**config.mk**
```make
export PLATFORM = sky130hd
export DESIGN_NAME = systolic_result_collector
export DESIGN_NICKNAME = d
export VERILOG_FILES = /design/src/rtl/collector_pkg.sv /design/src/rtl/skew_delay_line.sv /design/src/rtl/systolic_result_collector.sv
export SDC_FILE = /design/constraint.sdc
export NUM_CORES = 1
export LEC_CHECK = 0
export ABC_AREA = 1
export BUFFER_PORTS_ARGS = -buffer_cell sky130_fd_sc_hd__buf_2
export CORE_MARGIN = 2
export CORE_UTILIZATION = 45
export DETAILED_ROUTE_END_ITERATION = 16
export GPL_TIMING_DRIVEN = 1
export PLACE_DENSITY = 0.73
export SYNTH_ARGS = -nofsm -noshare
export SYNTH_HDL_FRONTEND = slang
export SYNTH_HIERARCHICAL = 1
export SYNTH_SLANG_ARGS = --single-unit
```
**constraint.sdc**
```tcl
create_clock -name clk -period 2.36 [get_ports clk]
set_input_delay 0.472 -clock clk [delete_from_list [all_inputs] [get_ports clk]]
set_output_delay 0.472 -clock clk [all_outputs]
set_load 0.01 [all_outputs]
```
**src/rtl/collector_pkg.sv**
```systemverilog
// Shared types and sizing helpers for the systolic result collector.
// Default geometry matches a 4-column array with a 4-cycle fill latency.
package collector_pkg;

  typedef enum logic [1:0] {
    IDLE,
    WAIT,
    STREAM,
    DONE
  } state_e;

  localparam int DEF_LATENCY = 4;
  localparam int DEF_COLS    = 4;
  localparam int WAIT_LEN    = DEF_LATENCY + DEF_COLS - 1;
  localparam int WAIT_CNT_W  = $clog2(WAIT_LEN + 1);

  // Cycles between the start edge and the first fully aligned row.
  function automatic int wait_len(input int latency, input int cols);
    return latency + cols - 1;
  endfunction

endpackage

```
**src/rtl/skew_delay_line.sv**
```systemverilog
// DEPTH-stage register chain used to remove the diagonal skew of one column.
// DEPTH=0 degenerates to a plain wire.
module skew_delay_line #(
  parameter int DATA_SIZE = 8,
  parameter int DEPTH     = 1
) (
  input  logic                 clk,
  input  logic                 rst_n,
  input  logic [DATA_SIZE-1:0] d_in,
  output logic [DATA_SIZE-1:0] d_out
);

  generate
    if (DEPTH == 0) begin : g_pass
      logic unused_pins;
      assign unused_pins = clk ^ rst_n;
      assign d_out       = d_in;
    end else begin : g_regs
      logic [DEPTH-1:0][DATA_SIZE-1:0] stage_q;
      logic [DEPTH-1:0][DATA_SIZE-1:0] stage_d;

      always_comb begin
        stage_d[0] = d_in;
        for (int i = 1; i < DEPTH; i++) begin
          stage_d[i] = stage_q[i-1];
        end
      end

      // NOTE: every stage is reset, so an aborted job leaves no stale lanes behind.
      always_ff @(posedge clk or negedge rst_n) begin
        if (!rst_n) begin
          stage_q <= '0;
        end else begin
          stage_q <= stage_d;
        end
      end

      assign d_out = stage_q[DEPTH-1];
    end
  endgenerate

endmodule

```
**src/rtl/systolic_result_collector.sv**
```systemverilog
// Collects the skewed bottom edge of the PE array and emits one aligned,
// packed row per cycle with a valid strobe, followed by a one-cycle done pulse.
module systolic_result_collector
  import collector_pkg::*;
#(
  parameter int DATA_SIZE = 8,
  parameter int COLS      = DEF_COLS,
  parameter int LATENCY   = DEF_LATENCY,
  parameter int ROW_W     = 8
) (
  input  logic                      clk,
  input  logic                      reset,
  input  logic                      start,
  input  logic [ROW_W-1:0]          num_rows,
  input  logic [COLS*DATA_SIZE-1:0] col_in,
  output logic [COLS*DATA_SIZE-1:0] row_data,
  output logic                      row_valid,
  output logic [ROW_W-1:0]          row_index,
  output logic                      busy,
  output logic                      done
);

  localparam int WAIT_CYC = wait_len(LATENCY, COLS);
  localparam int WCNT_W   = $clog2(WAIT_CYC + 1);

  logic [COLS*DATA_SIZE-1:0] aligned;

  for (genvar j = 0; j < COLS; j++) begin : g_col
    skew_delay_line #(
      .DATA_SIZE (DATA_SIZE),
      .DEPTH     (COLS - 1 - j)
    ) u_delay (
      .clk   (clk),
      .rst_n (reset),
      .d_in  (col_in[j*DATA_SIZE +: DATA_SIZE]),
      .d_out (aligned[j*DATA_SIZE +: DATA_SIZE])
    );
  end

  state_e                    state_q,     state_d;
  logic [WCNT_W-1:0]         wait_cnt_q,  wait_cnt_d;
  logic [ROW_W-1:0]          rows_q,      rows_d;
  logic [ROW_W-1:0]          row_cnt_q,   row_cnt_d;
  logic [COLS*DATA_SIZE-1:0] row_data_q,  row_data_d;
  logic                      row_valid_q, row_valid_d;
  logic [ROW_W-1:0]          row_index_q, row_index_d;
  logic                      busy_q,      busy_d;
  logic                      done_q,      done_d;

  always_comb begin
    // NOTE: every variable gets a default up front so no path infers a latch.
    state_d     = state_q;
    wait_cnt_d  = wait_cnt_q;
    rows_d      = rows_q;
    row_cnt_d   = row_cnt_q;
    row_data_d  = row_data_q;
    row_valid_d = 1'b0;
    row_index_d = row_index_q;
    busy_d      = 1'b0;
    done_d      = 1'b0;

    case (state_q)
      IDLE: begin
        // A start coinciding with the done pulse belongs to the finished job.
        if (start && !done_q) begin
          row_index_d = '0;
          if (num_rows != '0) begin
            rows_d     = num_rows;
            wait_cnt_d = '0;
            row_cnt_d  = '0;
            state_d    = WAIT;
          end else begin
            state_d = DONE;
          end
        end
      end
      WAIT: begin
        busy_d = 1'b1;
        if (wait_cnt_q == WCNT_W'(WAIT_CYC - 1)) begin
          state_d = STREAM;
        end else begin
          wait_cnt_d = wait_cnt_q + WCNT_W'(1);
        end
      end
      STREAM: begin
        busy_d      = 1'b1;
        row_valid_d = 1'b1;
        row_data_d  = aligned;
        row_index_d = row_cnt_q;
        row_cnt_d   = row_cnt_q + ROW_W'(1);
        // Compare before incrementing so a full-scale row count never wraps.
        if (row_cnt_q == rows_q - ROW_W'(1)) begin
          state_d = DONE;
        end
      end
      DONE: begin
        done_d  = 1'b1;
        state_d = IDLE;
      end
      default: state_d = IDLE;
    endcase
  end

  // NOTE: sequential state uses non-blocking assignments only.
  always_ff @(posedge clk or negedge reset) begin
    if (!reset) begin
      state_q     <= IDLE;
      wait_cnt_q  <= '0;
      rows_q      <= '0;
      row_cnt_q   <= '0;
      row_data_q  <= '0;
      row_valid_q <= 1'b0;
      row_index_q <= '0;
      busy_q      <= 1'b0;
      done_q      <= 1'b0;
    end else begin
      state_q     <= state_d;
      wait_cnt_q  <= wait_cnt_d;
      rows_q      <= rows_d;
      row_cnt_q   <= row_cnt_d;
      row_data_q  <= row_data_d;
      row_valid_q <= row_valid_d;
      row_index_q <= row_index_d;
      busy_q      <= busy_d;
      done_q      <= done_d;
    end
  end

  assign row_data  = row_data_q;
  assign row_valid = row_valid_q;
  assign row_index = row_index_q;
  assign busy      = busy_q;
  assign done      = done_q;

endmodule
```
==> key figures, run 1 <==
Routing
  – Routed vias: 2951
  – DRC: 0
  – Routed vias/inst: 4.64
  – Detailed router's first-iteration violation count: 83
  – Routed Antenna Nets: 0
  – DRT Pass-1 Iters: 4
  – Final wirelength: 7850 µm
  – WL per Instance: 12.3 µm

Logic synthesis
  – Syn nets: about 470
  – Top FF cell, synth: dfrtp_1
  – Synth cell types: 31
  – Post-synth EDFFs: 0
  – Mapped Area: 0.00428 mm²
  – Yosys reg bits: between 100 and 150
  – Top cells by area, synth: dfrtp_1 (66%), nand2_1 (13%), inv_1 (2.7%), ha_1 (2.3%), o21ai_0 (2.1%)
  – Yosys warnings: 6
  – Post-synthesis xor/xnor area fraction: 0.0164
  – Syn_area_per_cell: a little over 10 µm²
  – Async SR Flop Fraction: 1.00
  – Cells after synthesis: roughly 420
  – Synth top area share: 0.656
  – Cell accounting for the most synthesized area: dfrtp_1
  – Compound-gate portion of the synthesized area: 0.0442
  – Main combinational cell family by area after synthesis: simple AND/OR/NAND/NOR gates
  – Simple-gate area share of the yosys netlist: 0.202
  – Mux contribution to synthesized area: 0
  – Post-synthesis adder-cell area fraction: 0.0234
  – Seq/Total Area, Yosys: 0.656

Floorplanning
  – Core area: 0.00924 mm²
  – Die ar.: 0.0103 mm²
  – Row count: 35
  – Initial Utilization: 0.463
  – Die H: 101 µm
  – DIE WIDTH: 101 µm
  – I/O pin count: 86

Final layout
  – Commonest non-fill, non-tap cells in the layout: nand2_1 (152), dfrtp_1 (112), buf_2 (84)
  – N_diodes: 0
  – Commonest non-fill, non-tap cell in the layout: nand2_1
  – NumNets Final: 553
  – Synthesis-to-finish area growth: 17.6%
  – Post-layout util: 0.544
  – Layout Cells excl Fill: 636
  – Fillers: ~800
  – Layout cells sized above 1: 0.260
  – Finished Cell Area: 0.00503 mm²
  – Multi-input combinational cell area: about 0.0012 mm²
  – Seq. cell area: 0.00280 mm²

STA
  – Slew margin rel.: 0.712
  – Pins Over Slew Limit: 0
  – Max Freq: 547 MHz
  – Setup-failing EPs final: 0
  – PnR worst setup slack: roughly 0.53 ns
  – Post-route minimum period: 1.83 ns
  – TNS Setup: 0 ns
  – Worst Max-Slew Pin Slew: 0.431 ns
  – Fin. Hold Viols: 0
  – Max Clock Skew: about 0.016 ns
  – Final period util: 0.775
  – RSZ-0062 raised after global routing: no

Placed design
  – PortBufs: between 80 and 90
  – Area after DPL: between 0.004 and 0.005 mm²
  – RePlAce Congestion: 0.862
  – Placed cells: 619
  – Post-DP HPWL: 5730 µm
  – Setup WS pre-CTS: 0.552 ns

Critical path
  – WP data arrival: 2.09 ns
  – Critical path type: register to register
  – Crit-path most repeated cell: nand2_1
  – Worst setup EP type: register
  – Critical Path RT: 2.62 ns
  – Critical path launch point type: register
  – Buf/Inv on CP: 2
  – Crit path max-delay family: simple AND/OR/NAND/NOR gates
  – Slowest cell on the critical path: dfrtp_1
  – Crit path max fanout: 5
  – Critical Path, Cell by Cell: inv_2 -> ha_1 -> inv_1 -> nand2_1 -> nand2_1 -> nand2_1 -> nor2_1 -> nand3_1 -> nor2_1 -> nand3_1 -> nand2_2 -> nand2_2 -> nand2_1 -> nand2_1
  – Crit path largest cell delay: 0.41 ns

Clock network
  – Clk sinks: ~110
  – Reg clk slew, reported paths: 0.12 ns
  – TritonCTS Buffers: 9
  – CTS tree: yes
  – Clock Tree Root: clkbuf_8
  – Number of gates resized after CTS: 0
  – Worst-Skew Late Latency: 0.38 ns
  – Post-CTS Setup Inserts: 0
  – H-tree level count: 3
  – CTS Buffer Depth: 2

GRT
  – First-pass GRT wire length: 13400 µm
  – Initial antenna violation count: 0
  – Total gr overflow: 0
  – Number of global-route vias before repair: 2962
  – Largest net degree at the start of global routing: 80
  – GRT Util Overall: 0.167

Pwr
  – Clock Power Share: 0.197
  – VDD IR max: 641 µV
  – Seq pwr share: 0.465
  – Pwr Density: 1140 mW/mm²
  – Sw Share: 0.387
  – Psw: 2220 µW
  – Combinational power share: 0.338
  – Lkg Pwr: around 0.0027 µW
  – Int Power: 3510 µW

Run status
  – Status: finished, final reports clean

Flow run
  – Max Cap Viol: 0

Hold path
  – Hold Path Class: primary input to register
==> flip-flops by register name (all words and copies together), names as in the netlist <==
| register | count |
|---|---|
| row_data | 32 |
| g_col.u_delay/d_out | 24 |
| g_col.u_delay/g_regs.stage_d | 24 |
| row_cnt_q | 8 |
| row_index | 8 |
| rows_q | 8 |
| wait_cnt_q | 3 |
| state_q | 2 |
| busy | 1 |
| done | 1 |
| row_valid | 1 |
==> cells in the mapped netlist (5+ instances only) <==
cell type    n
ha_1         8
nand3_1     11
nand2_1    152
inv_2        7
dfrtp_1    112
buf_4        8
o21ai_0     18
inv_1       31
o21ai_1      5
clkbuf_1     6
nor2_1      17
==> routing by layer <==
| metal | vias up | track usage | wire length, µm |
|---|---|---|---|
| met5 | - | 0 | 0 |
| met4 | 0 | 0.0738 | 184 |
| met3 | 19 | 0.0359 | 311 |
| met2 | 61 | 0.286 | 4070 |
| met1 | 1426 | 0.203 | 3280 |
| li1 | 1445 | - | - |
==> area by class of cell <==
| cell class | instances | area share |
|---|---|---|
| tap | 129 | 0.0321 |
| clock buffer | 9 | 0.0246 |
| timing repair buffer | 91 | 0.0970 |
| sequential | 112 | 0.557 |
| inverter | 38 | 0.0284 |
| multi-input combinational | 250 | 0.243 |
| clock inverter | 7 | 0.0174 |
==> path summary, 6_finish.rpt <==
path,to,depth (start not counted),startpoint,slack [ns]
worst max-delay path,state_q[1],14,rows_q[0],0.53
worst max register to register,state_q[1],14,rows_q[0],0.53
min in group asynchronous,row_data[10],2,reset,0.44
worst min-delay path,g_col[0].u_delay/g_regs.stage_d[15],1,col_in[7],0.19
worst min register to register,g_col[0].u_delay/g_regs.stage_d[21],0,g_col[0].u_delay/g_regs.stage_d[13],0.35
max in group asynchronous,row_data[23],3,reset,1.31
==> cells by family (layout without fill, tap and decap cells) <==
family                   count (synthesis)  count (layout)
adder cells (fa/ha/maj)                  8               8
AO/OA/AOI/OAI                           32              32
XOR/XNOR                                 8               8
buffers and inverters                   55             145
flip-flops                             112             112
AND/OR/NAND/NOR                        202             202
==> what timing repair did <==
action	CTS	global route
endpoints found under the setup margin	0	0
hold buffers	1	0
endpoints found under the hold margin	7	0
==> power groups by stage <==
stage          clock network (µW)  logic [µW]  registers [µW]
2_1_floorplan                   0        1180            2800
3_3_place_gp                    0        1870            2680
3_5_place_dp                    0        1960            2700
4_1_cts                      1160        1960            2670
5_1_grt                      1250        2210            2730
6_report                     1130        1930            2660
==> stage by stage <==
stage	total power (µW)	hold WS, ns
after global placement	4550	0.300
after global routing	6190	0.162
after floorplan	3970	0.176
after detailed placement	4660	0.302
final	5730	0.188
after CTS	5800	0.175
No activity file was read; power rests on OpenSTA's default activity.
==> inputs of run 2 (changes only) <==
Clock period 2.36 ns to 1.9 ns, I/O delays scaled along.
==> run 2 against run 1 <==
Against the previous run: sequential power grew 24%; design area grew 0.15%; wire length shrank 0.69%; non-clock buffer count grew 1; critical endpoint is now state_q[0].
==> key figures, run 2 (synthesis results as in run 1) <==
Routing
  – Detailed router's first-iteration violation count: 135
  – Routed vias/inst: 4.55
  – DRC: 0
  – Routed vias: 2896
  – WL per Instance: 12.2 µm
  – Routed Antenna Nets: 0
  – DRT Pass-1 Iters: 4
  – Final wirelength: 7790 µm

Critical path
  – WP data arrival: 1.97 ns
  – Slowest cell on the critical path: dfrtp_1
  – Crit-path most repeated cell: nand2_1
  – Critical Path RT: 2.17 ns
  – Critical path launch point type: register
  – Crit path max-delay family: simple AND/OR/NAND/NOR gates
  – Critical Path, Cell by Cell: inv_2 -> ha_1 -> inv_1 -> nand2_1 -> nand2_1 -> nand2_1 -> nor2_1 -> nand3_1 -> nor2_1 -> nand3_1 -> nand2_2 -> nand2_2 -> nand2_1 -> nand2_1
  – Worst setup EP type: register
  – Crit path max fanout: 5
  – Critical path type: register to register
  – Buf/Inv on CP: 2
  – Crit path largest cell delay: 0.41 ns

Placed design
  – Post-DP HPWL: between 5000 and 6000 µm
  – PortBufs: 85
  – RePlAce Congestion: 0.905
  – Setup WS pre-CTS: around 0.22 ns

Floorplanning
  – Core area: 0.00924 mm²
  – Die H: 101 µm
  – I/O pin count: 86
  – Initial Utilization: 0.463
  – DIE WIDTH: 101 µm
  – Row count: 35
  – Die ar.: 0.0103 mm²

Clock network
  – Clk sinks: 112
  – Worst-Skew Late Latency: between 0.3 and 0.4 ns
  – Clock Tree Root: clkbuf_8
  – Post-CTS Setup Inserts: 0
  – TritonCTS Buffers: 9
  – H-tree level count: 3
  – Reg clk slew, reported paths: 0.11 ns
  – CTS tree: yes
  – CTS Buffer Depth: 2

STA
  – RSZ-0062 raised after global routing: no
  – Final period util: 0.896
  – Pins Over Slew Limit: 0
  – Slew margin rel.: 0.736
  – Max Clock Skew: between 0.01 and 0.015 ns
  – Fin. Hold Viols: 0
  – Post-route minimum period: 1.70 ns
  – Setup-failing EPs final: 0
  – TNS Setup: 0 ns
  – Max Freq: 587 MHz
  – Worst Max-Slew Pin Slew: 0.396 ns
  – PnR worst setup slack: 0.197 ns

Pwr
  – Sw Share: 0.386
  – Lkg Pwr: 0.00266 µW
  – Clock Power Share: 0.196
  – Combinational power share: 0.338
  – Psw: around 2800 µW
  – Int Power: 4370 µW
  – Seq pwr share: 0.465
  – Pwr Density: ~1400 mW/mm²
  – VDD IR max: between 700 and 800 µV

Final layout
  – Layout cells sized above 1: 0.262
  – Max FFs per register: 32
  – NumNets Final: 554
  – Commonest non-fill, non-tap cells in the layout: nand2_1 (152), dfrtp_1 (112), buf_2 (84)
  – Synthesis-to-finish area growth: 17.8%
  – N_diodes: 0
  – Commonest non-fill, non-tap cell in the layout: nand2_1

GRT
  – GRT Util Overall: 0.162
  – Initial antenna violation count: 0
  – Total gr overflow: 0
  – First-pass GRT wire length: 13000 µm
  – Number of global-route vias before repair: 2967
  – Largest net degree at the start of global routing: 78

Hold path
  – Hold Path Class: primary input to register

Run status
  – Status: finished, final reports clean

Flow run
  – Max Cap Viol: 0
run 2: cell types whose count changed in the layout (fill, tap and decap cells not counted):
cell / previous run / this run
buf_4: 5 / 6
run 2: final timing paths:
kind | start | to | slack, ns | cells after the start
worst max-delay path | rows_q[0] | state_q[0] | 0.20 | 14
worst min-delay path | col_in[1] | g_col[0].u_delay/g_regs.stage_d[9] | 0.11 | 1
worst max register to register | rows_q[0] | state_q[0] | 0.20 | 14
max in group asynchronous | reset | wait_cnt_q[0] | 0.91 | 3
min in group asynchronous | reset | row_data[10] | 0.37 | 2
worst min register to register | g_col[1].u_delay/g_regs.stage_d[15] | g_col[1].u_delay/d_out[7] | 0.36 | 0
run 2: area by class of cell:
cell class,count,area (µm²)
flip-flops and latches,112,2800
multi-input cells,250,1220
repair buffers,92,495
clock inverters,7,87.6
well taps,129,161
fillers,845,4200
clock buffers,9,124
inverters,38,143
run 2: power by group through the flow:
| stage | clock network [µW] | registers [µW] | logic (µW) |
|---|---|---|---|
| final | 1400 | 3310 | 2410 |
| after global routing | 1540 | 3390 | 2750 |
| after CTS | 1450 | 3320 | 2450 |
| after detailed placement | 0 | 3360 | 2440 |
| after global placement | 0 | 3330 | 2350 |
| after floorplan | 0 | 3470 | 1460 |
run 2: metrics by stage:
step / hold WS, ns / total power [µW] / utilization / instances / instance area [µm²]
6_report: 0.106 / 7120 / 0.545 / 637 / 5040
5_1_grt: 0.0799 / 7680 / 0.545 / 637 / 5040
4_1_cts: 0.0850 / 7210 / 0.545 / 637 / 5040
3_5_place_dp: 0.226 / 5800 / 0.521 / 620 / 4820
3_3_place_gp: 0.223 / 5680 / 0.521 / 620 / 4820
2_1_floorplan: 0.0844 / 4930 / - / 417 / 4280
run 2: repair_timing:
| item | in CTS | in global routing |
|---|---|---|
| hold buffers | 1 | 0 |
| gates resized for setup | 0 | 0 |
| endpoints found under the hold margin | 9 | 0 |
run 2: routing by layer:
metal  vias to the layer above  GRT usage  share of wire
li1                       1448          -              -
met2                        60      0.288           0.52
met1                      1379      0.195           0.43
met5                         -          0              0
met3                         9     0.0373          0.040
met4                         0     0.0572          0.012
